`src/rtl/n_ms_c2_serial_converter_pkg.sv`:
```
// ---------------------------------------------------------------------------
// n_ms_c2_serial_converter_pkg
// Shared definitions for the bit-serial sign-magnitude / two's complement
// family: FSM state encoding, operating-mode encodings and the bit-cell rule.
// ---------------------------------------------------------------------------
package n_ms_c2_serial_converter_pkg;

   typedef enum logic [1:0] {
      ST_IDLE  = 2'd0,
      ST_SHIFT = 2'd1,
      ST_DONE  = 2'd2
   } state_t;

   localparam logic MODE_MS2C2 = 1'b0;  // x_in is a magnitude, sgn_in is the sign
   localparam logic MODE_C22MS = 1'b1;  // x_in is a two's complement value

   // Copy bits up to and including the first 1, invert every bit after it.
   function automatic logic negate_bit(input logic neg, input logic seen_one,
                                       input logic b);
      return (neg & seen_one) ? ~b : b;
   endfunction

endpackage

```
`src/rtl/n_ms_c2_serial_converter_negator_cell.sv`:
```
// ---------------------------------------------------------------------------
// serial_c2_negator_cell
// One-bit serial negation cell, LSB first.
//   clock, reset_ : rising-edge clock, asynchronous active-low reset
//   clear         : restart a new operand (seen_one <= 0)
//   enable        : consume bit b this cycle
//   neg           : 1 = negate the stream, 0 = pass it through
//   b             : current input bit
//   r             : current output bit (combinational)
//   seen_one      : a 1 has already passed through the cell
// ---------------------------------------------------------------------------
module serial_c2_negator_cell
   import n_ms_c2_serial_converter_pkg::*;
(
   input  logic clock,
   input  logic reset_,
   input  logic clear,
   input  logic enable,
   input  logic neg,
   input  logic b,
   output logic r,
   output logic seen_one
);

   always_ff @(posedge clock or negedge reset_) begin
      if (!reset_) begin
         seen_one <= 1'b0;
      end else if (clear) begin
         seen_one <= 1'b0;
      end else if (enable) begin
         seen_one <= seen_one | b;
      end
   end

   // Uses the flag from before this bit, so the first 1 itself is copied.
   assign r = negate_bit(neg, seen_one, b);

endmodule

```
`src/rtl/n_ms_c2_serial_converter.sv`:
```
// ---------------------------------------------------------------------------
// n_ms_c2_serial_converter
// Bit-serial converter between sign-magnitude and two's complement, N bits,
// one bit per clock, LSB first, with valid/ready handshakes on both sides.
//   clock, reset_        : rising-edge clock, asynchronous active-low reset
//   in_valid / in_ready  : operand handshake (in_ready high only when idle)
//   mode                 : 0 = MS->C2, 1 = C2->MS
//   x_in, sgn_in         : operand and its sign (sign used in MS->C2 only)
//   out_valid / out_ready: result handshake; outputs hold while stalled
//   z_out                : C2 value (mode 0) or magnitude (mode 1)
//   sgn_out              : sign of the result / of the input value
//   ow                   : overflow of the MS->C2 conversion, 0 in mode 1
// ---------------------------------------------------------------------------
module n_ms_c2_serial_converter
   import n_ms_c2_serial_converter_pkg::*;
#(
   parameter int N = 8
) (
   input  logic         clock,
   input  logic         reset_,
   input  logic         in_valid,
   output logic         in_ready,
   input  logic         mode,
   input  logic [N-1:0] x_in,
   input  logic         sgn_in,
   output logic         out_valid,
   input  logic         out_ready,
   output logic [N-1:0] z_out,
   output logic         sgn_out,
   output logic         ow
);

   localparam int CW = $clog2(N);

   state_t         state;
   logic [N-1:0]   sr;
   logic [CW-1:0]  cnt;
   logic           neg;
   logic           mode_q;
   logic           ow_q;
   logic           cell_r;
   logic           cell_seen;
   logic           accept;
   logic           neg_in;
   logic           ow_in;
   logic           sgn_in_res;

   assign accept     = (state == ST_IDLE) & in_valid;
   assign neg_in     = (mode == MODE_MS2C2) ? sgn_in : x_in[N-1];
   // -2^(N-1) is the only magnitude with the top bit set that still fits.
   assign ow_in      = (mode == MODE_MS2C2) & x_in[N-1]
                       & ~(sgn_in & (x_in[N-2:0] == '0));
   // Minus zero maps to plain zero, so its sign is dropped.
   assign sgn_in_res = (mode == MODE_MS2C2) ? (neg_in & (x_in != '0)) : x_in[N-1];

   serial_c2_negator_cell u_cell (
      .clock    (clock),
      .reset_   (reset_),
      .clear    (accept),
      .enable   (state == ST_SHIFT),
      .neg      (neg),
      .b        (sr[0]),
      .r        (cell_r),
      .seen_one (cell_seen)
   );

   always_ff @(posedge clock or negedge reset_) begin
      if (!reset_) begin
         state     <= ST_IDLE;
         in_ready  <= 1'b1;
         out_valid <= 1'b0;
         sr        <= '0;
         cnt       <= '0;
         neg       <= 1'b0;
         mode_q    <= MODE_MS2C2;
         ow_q      <= 1'b0;
         sgn_out   <= 1'b0;
      end else begin
         case (state)
            ST_IDLE: begin
               if (in_valid) begin
                  sr       <= x_in;
                  mode_q   <= mode;
                  neg      <= neg_in;
                  ow_q     <= ow_in;
                  sgn_out  <= sgn_in_res;
                  cnt      <= '0;
                  in_ready <= 1'b0;
                  state    <= ST_SHIFT;
               end
            end
            ST_SHIFT: begin
               // Result bits enter at the top; after N shifts the whole
               // operand has been replaced by the converted value.
               sr  <= {cell_r, sr[N-1:1]};
               cnt <= cnt + CW'(1);
               if (cnt == CW'(N - 1)) begin
                  out_valid <= 1'b1;
                  state     <= ST_DONE;
               end
            end
            ST_DONE: begin
               if (out_ready) begin
                  out_valid <= 1'b0;
                  in_ready  <= 1'b1;
                  state     <= ST_IDLE;
               end
            end
            default: begin
               out_valid <= 1'b0;
               in_ready  <= 1'b1;
               state     <= ST_IDLE;
            end
         endcase
      end
   end

   assign z_out = sr;
   assign ow    = ow_q & (mode_q == MODE_MS2C2);

endmodule

```
`config.mk`:
```
export PLATFORM = sky130hd
export DESIGN_NAME = n_ms_c2_serial_converter
export DESIGN_NICKNAME = d
export VERILOG_FILES = /design/src/rtl/n_ms_c2_serial_converter_pkg.sv /design/src/rtl/n_ms_c2_serial_converter_negator_cell.sv /design/src/rtl/n_ms_c2_serial_converter.sv
export SDC_FILE = /design/constraint.sdc
export NUM_CORES = 1
export LEC_CHECK = 0
export ABC_AREA = 1
export CELL_PAD_IN_SITES_DETAIL_PLACEMENT = 1
export CELL_PAD_IN_SITES_GLOBAL_PLACEMENT = 1
export CORE_ASPECT_RATIO = 1.1
export CORE_MARGIN = 3
export CORE_UTILIZATION = 34
export CTS_CLUSTER_SIZE = 8
export DETAILED_ROUTE_END_ITERATION = 10
export HOLD_SLACK_MARGIN = 0.08
export PLACE_DENSITY = 0.75
export SLEW_MARGIN = 20
export SYNTH_ARGS = -nofsm -noshare
export SYNTH_HDL_FRONTEND = slang
export SYNTH_SLANG_ARGS = --single-unit
export TNS_END_PERCENT = 30
```
`constraint.sdc`:
```
create_clock -name clock -period 1.5 [get_ports clock]
set_input_delay 0.45 -clock clock [delete_from_list [all_inputs] [get_ports clock]]
set_output_delay 0.45 -clock clock [all_outputs]
set_load 0.05 [all_outputs]
```
==> impl_metrics.json, run 1 <==
{
  "worstPathRequired_ns": 1.05,
  "cts_hold_buffers": 0,
  "die_h_um": 64.1,
  "synth_flop_cell": "dfrtp_1",
  "drt-initial-drc-count": 14,
  "avgSynthCellArea_um2": 7.39,
  "clock_latency_ns": 0.30,
  "viasPerCell": 4.75,
  "syn-num-nets": 157,
  "rsz0062_at_grt": "yes",
  "crit_fanout": 2,
  "hpwl_mm": 2.14,
  "ir_drop_mv": 1.38,
  "grt-ovfl-total": 0,
  "synth_edf_count": 0,
  "gp_congestion": 0.730,
  "num-fill-cells": 356,
  "first_pass_iters": 4,
  "power_density_nw_per_um2": 2420,
  "synthMostInstantiatedCell": "nand2_1",
  "final_nets": 188,
  "drc": 0,
  "ios": 26,
  "totalWireLength_mm": 2.71,
  "fmax_mhz": 681,
  "grt_use_total": 0.160,
  "dieArea_um2": 3770,
  "cp-start-kind": "register",
  "grt_max_degree": 16,
  "synth_area_um2": 1040,
  "cts_tree": "yes",
  "yosysTopAreaCellShare": 0.456,
  "rows": 20,
  "worst_slew_pin_slew_ns": 0.394,
  "synth_cell_type_count": 17,
  "utilization": 0.525,
  "grt_pass1_vias": 1065,
  "cts_max_level": 1,
  "drive_gt1_frac": 0.175,
  "antenna_cells": 0,
  "antenna_found_initial": 0,
  "grt_pass1_wl_mm": 4.62,
  "cts_max_path_buffers": 2,
  "critPathSlowestCell": "dfstp_2",
  "die-width_um": 58.8,
  "final_cell_count_no_fill": 204,
  "crit_buf_inv": 1,
  "max_stage_delay_ns": 0.58,
  "cts_buffers": 3,
  "outcome": "complete, no violations",
  "wire_per_inst_um": 13.3,
  "ys_ff_latch": 20,
  "initial_core_util": 0.365,
  "fin_tns_setup_ns": 0,
  "cts_sinks": 20,
  "cp-end-kind": "output port",
  "syn_inst": 141,
  "hold_slack_ns": 0.408,
  "portBuffers": 25,
  "async_reset_ff_frac": 1.00,
  "synth_commonest_cells": "nand2_1 (63), dfrtp_1 (19), inv_1 (19)",
  "synth_top_area_cell": "dfrtp_1",
  "vias": 968,
  "cap_violations": 0,
  "final_area_um2": 1500,
  "core_area_um2": 2850,
  "p_leak_uw": 0.000788,
  "synth_area_leaders": "dfrtp_1 (46%), nand2_1 (23%), inv_1 (6.8%), nor2_1 (5.0%), dfstp_2 (2.5%)",
  "drv_slew": 0,
  "syn2layout_area_growth_pct": 43.8,
  "place_inst": 199,
  "setup_violations": 0,
  "hold_viol_final": 0,
  "finalCritPeriodShare": 0.980,
  "cp_top_family": "flip-flops",
  "cts_root_buffer": "clkbuf_4",
  "cp_data_arrival_time_ns": 1.02,
  "fin_crit_ns": 1.47,
  "ys_warn_count": 0,
  "skew_ns": 0.00600,
  "crit_chain": "buf_12",
  "ant_nets": 0,
  "hp-class": "primary input to async pin",
  "post_dp_cell_area_um2": 1460,
  "path_class": "register to output port",
  "relSlewSlack": 0.737,
  "path_clk_slew_ns": 0.12,
  "ys_seq_area_frac": 0.481
}
## cell families after synthesis
logic type	share of synthesized area
AND/OR/NAND/NOR	0.327
buffers and inverters	0.0936
flip-flops	0.481
AO/OA/AOI/OAI	0.0744
adder cells (fa/ha/maj)	0.0240
## cell usage in the layout (no fill, tap or decap)
| cell | synthesis | final |
|---|---|---|
| nand2_1 | 63 | 63 |
| inv_1 | 19 | 19 |
| dfrtp_1 | 19 | 19 |
| nor2_1 | 14 | 13 |
| clkdlybuf4s50_1 | 0 | 13 |
| buf_12 | 0 | 13 |
| o21ai_0 | 5 | 5 |
| nor2_2 | 2 | 3 |
| nand3_1 | 3 | 3 |
| o21ai_2 | 3 | 3 |
| clkbuf_4 | 0 | 3 |
| buf_4 | 2 | 3 |
| nand2_2 | 2 | 2 |
| a21oi_1 | 2 | 2 |
| ha_1 | 2 | 2 |
| nand2_4 | 1 | 1 |
| o21a_1 | 1 | 1 |
| a21oi_2 | 1 | 1 |
| clkbuf_1 | 0 | 1 |
| dfstp_2 | 1 | 1 |
## cell type report
type / instances / area (um^2) / area share
tap: 33 / 41.3 / 0.0275
timing repair buffer: 29 / 413 / 0.275
clock buffer: 4 / 26.3 / 0.0175
sequential: 20 / 502 / 0.335
multi-input combinational: 99 / 445 / 0.297
inverter: 19 / 71.3 / 0.0476
## worst paths after layout
check	from	endpoint	slack [ns]	depth (start not counted)
max	in_ready	in_ready	0.03	1
max in group asynchronous	reset_	neg	0.69	2
min in group clock	cnt[0]	cnt[0]	0.51	1
max reg2reg	state[1]	z_out[1]	0.21	6
min reg2reg	cnt[0]	cnt[0]	0.51	1
min	reset_	out_valid	0.41	1
## layer usage
layer  part of all wire  wire, um  global-route usage  up-vias
li1                   -         -                   -      479
met1               0.43      1150               0.197      466
met2               0.52      1410               0.276       19
met3              0.042       114              0.0263        4
met4              0.011        29              0.0538        0
met5                  0         0                   0        -
## state kept, by name, indices dropped and copies added (netlist names)
register         count
state                2
out_valid            1
in_ready             1
u_cell.seen_one      1
cnt                  3
ow_q                 1
neg                  1
mode_q               1
sgn_out              1
z_out                8
## where the power goes
| group | switching, uW | internal (uW) | total [uW] |
|---|---|---|---|
| logic | 1280 | 972 | 2250 |
| clock network | 171 | 104 | 275 |
| registers | 290 | 812 | 1100 |
| total | 1740 | 1890 | 3630 |
## stage by stage
step                      worst slack (ns)  power (uW)
after global placement             -0.0177        3290
final                               0.0307        3630
after global routing               -0.0117        3910
after detailed placement           -0.0552        3360
after CTS                           0.0100        3650
after floorplan                     0.0306        2380
## timing repair
action                                  4_1_cts  5_1_grt
pin swaps                                     0        1
cloned                                        0        0
buffers inserted                              0        1
gates resized for setup                       1        0
endpoints found under the setup margin        1        1
No activity file was read; power rests on OpenSTA's default activity.
==> run 2, diff against run 1 <==
--- a/config.mk
+++ b/config.mk
@@ -11,9 +11,10 @@
 export CORE_ASPECT_RATIO = 1.1
 export CORE_MARGIN = 3
 export CORE_UTILIZATION = 34
+export CTS_CLUSTER_DIAMETER = 120
 export CTS_CLUSTER_SIZE = 8
 export DETAILED_ROUTE_END_ITERATION = 10
-export HOLD_SLACK_MARGIN = 0.08
+export HOLD_SLACK_MARGIN = 0.06
 export PLACE_DENSITY = 0.75
 export SLEW_MARGIN = 20
 export SYNTH_ARGS = -nofsm -noshare
==> results of run 2 <==
The final DEF is identical to that of run 1; final timing and power are the same.
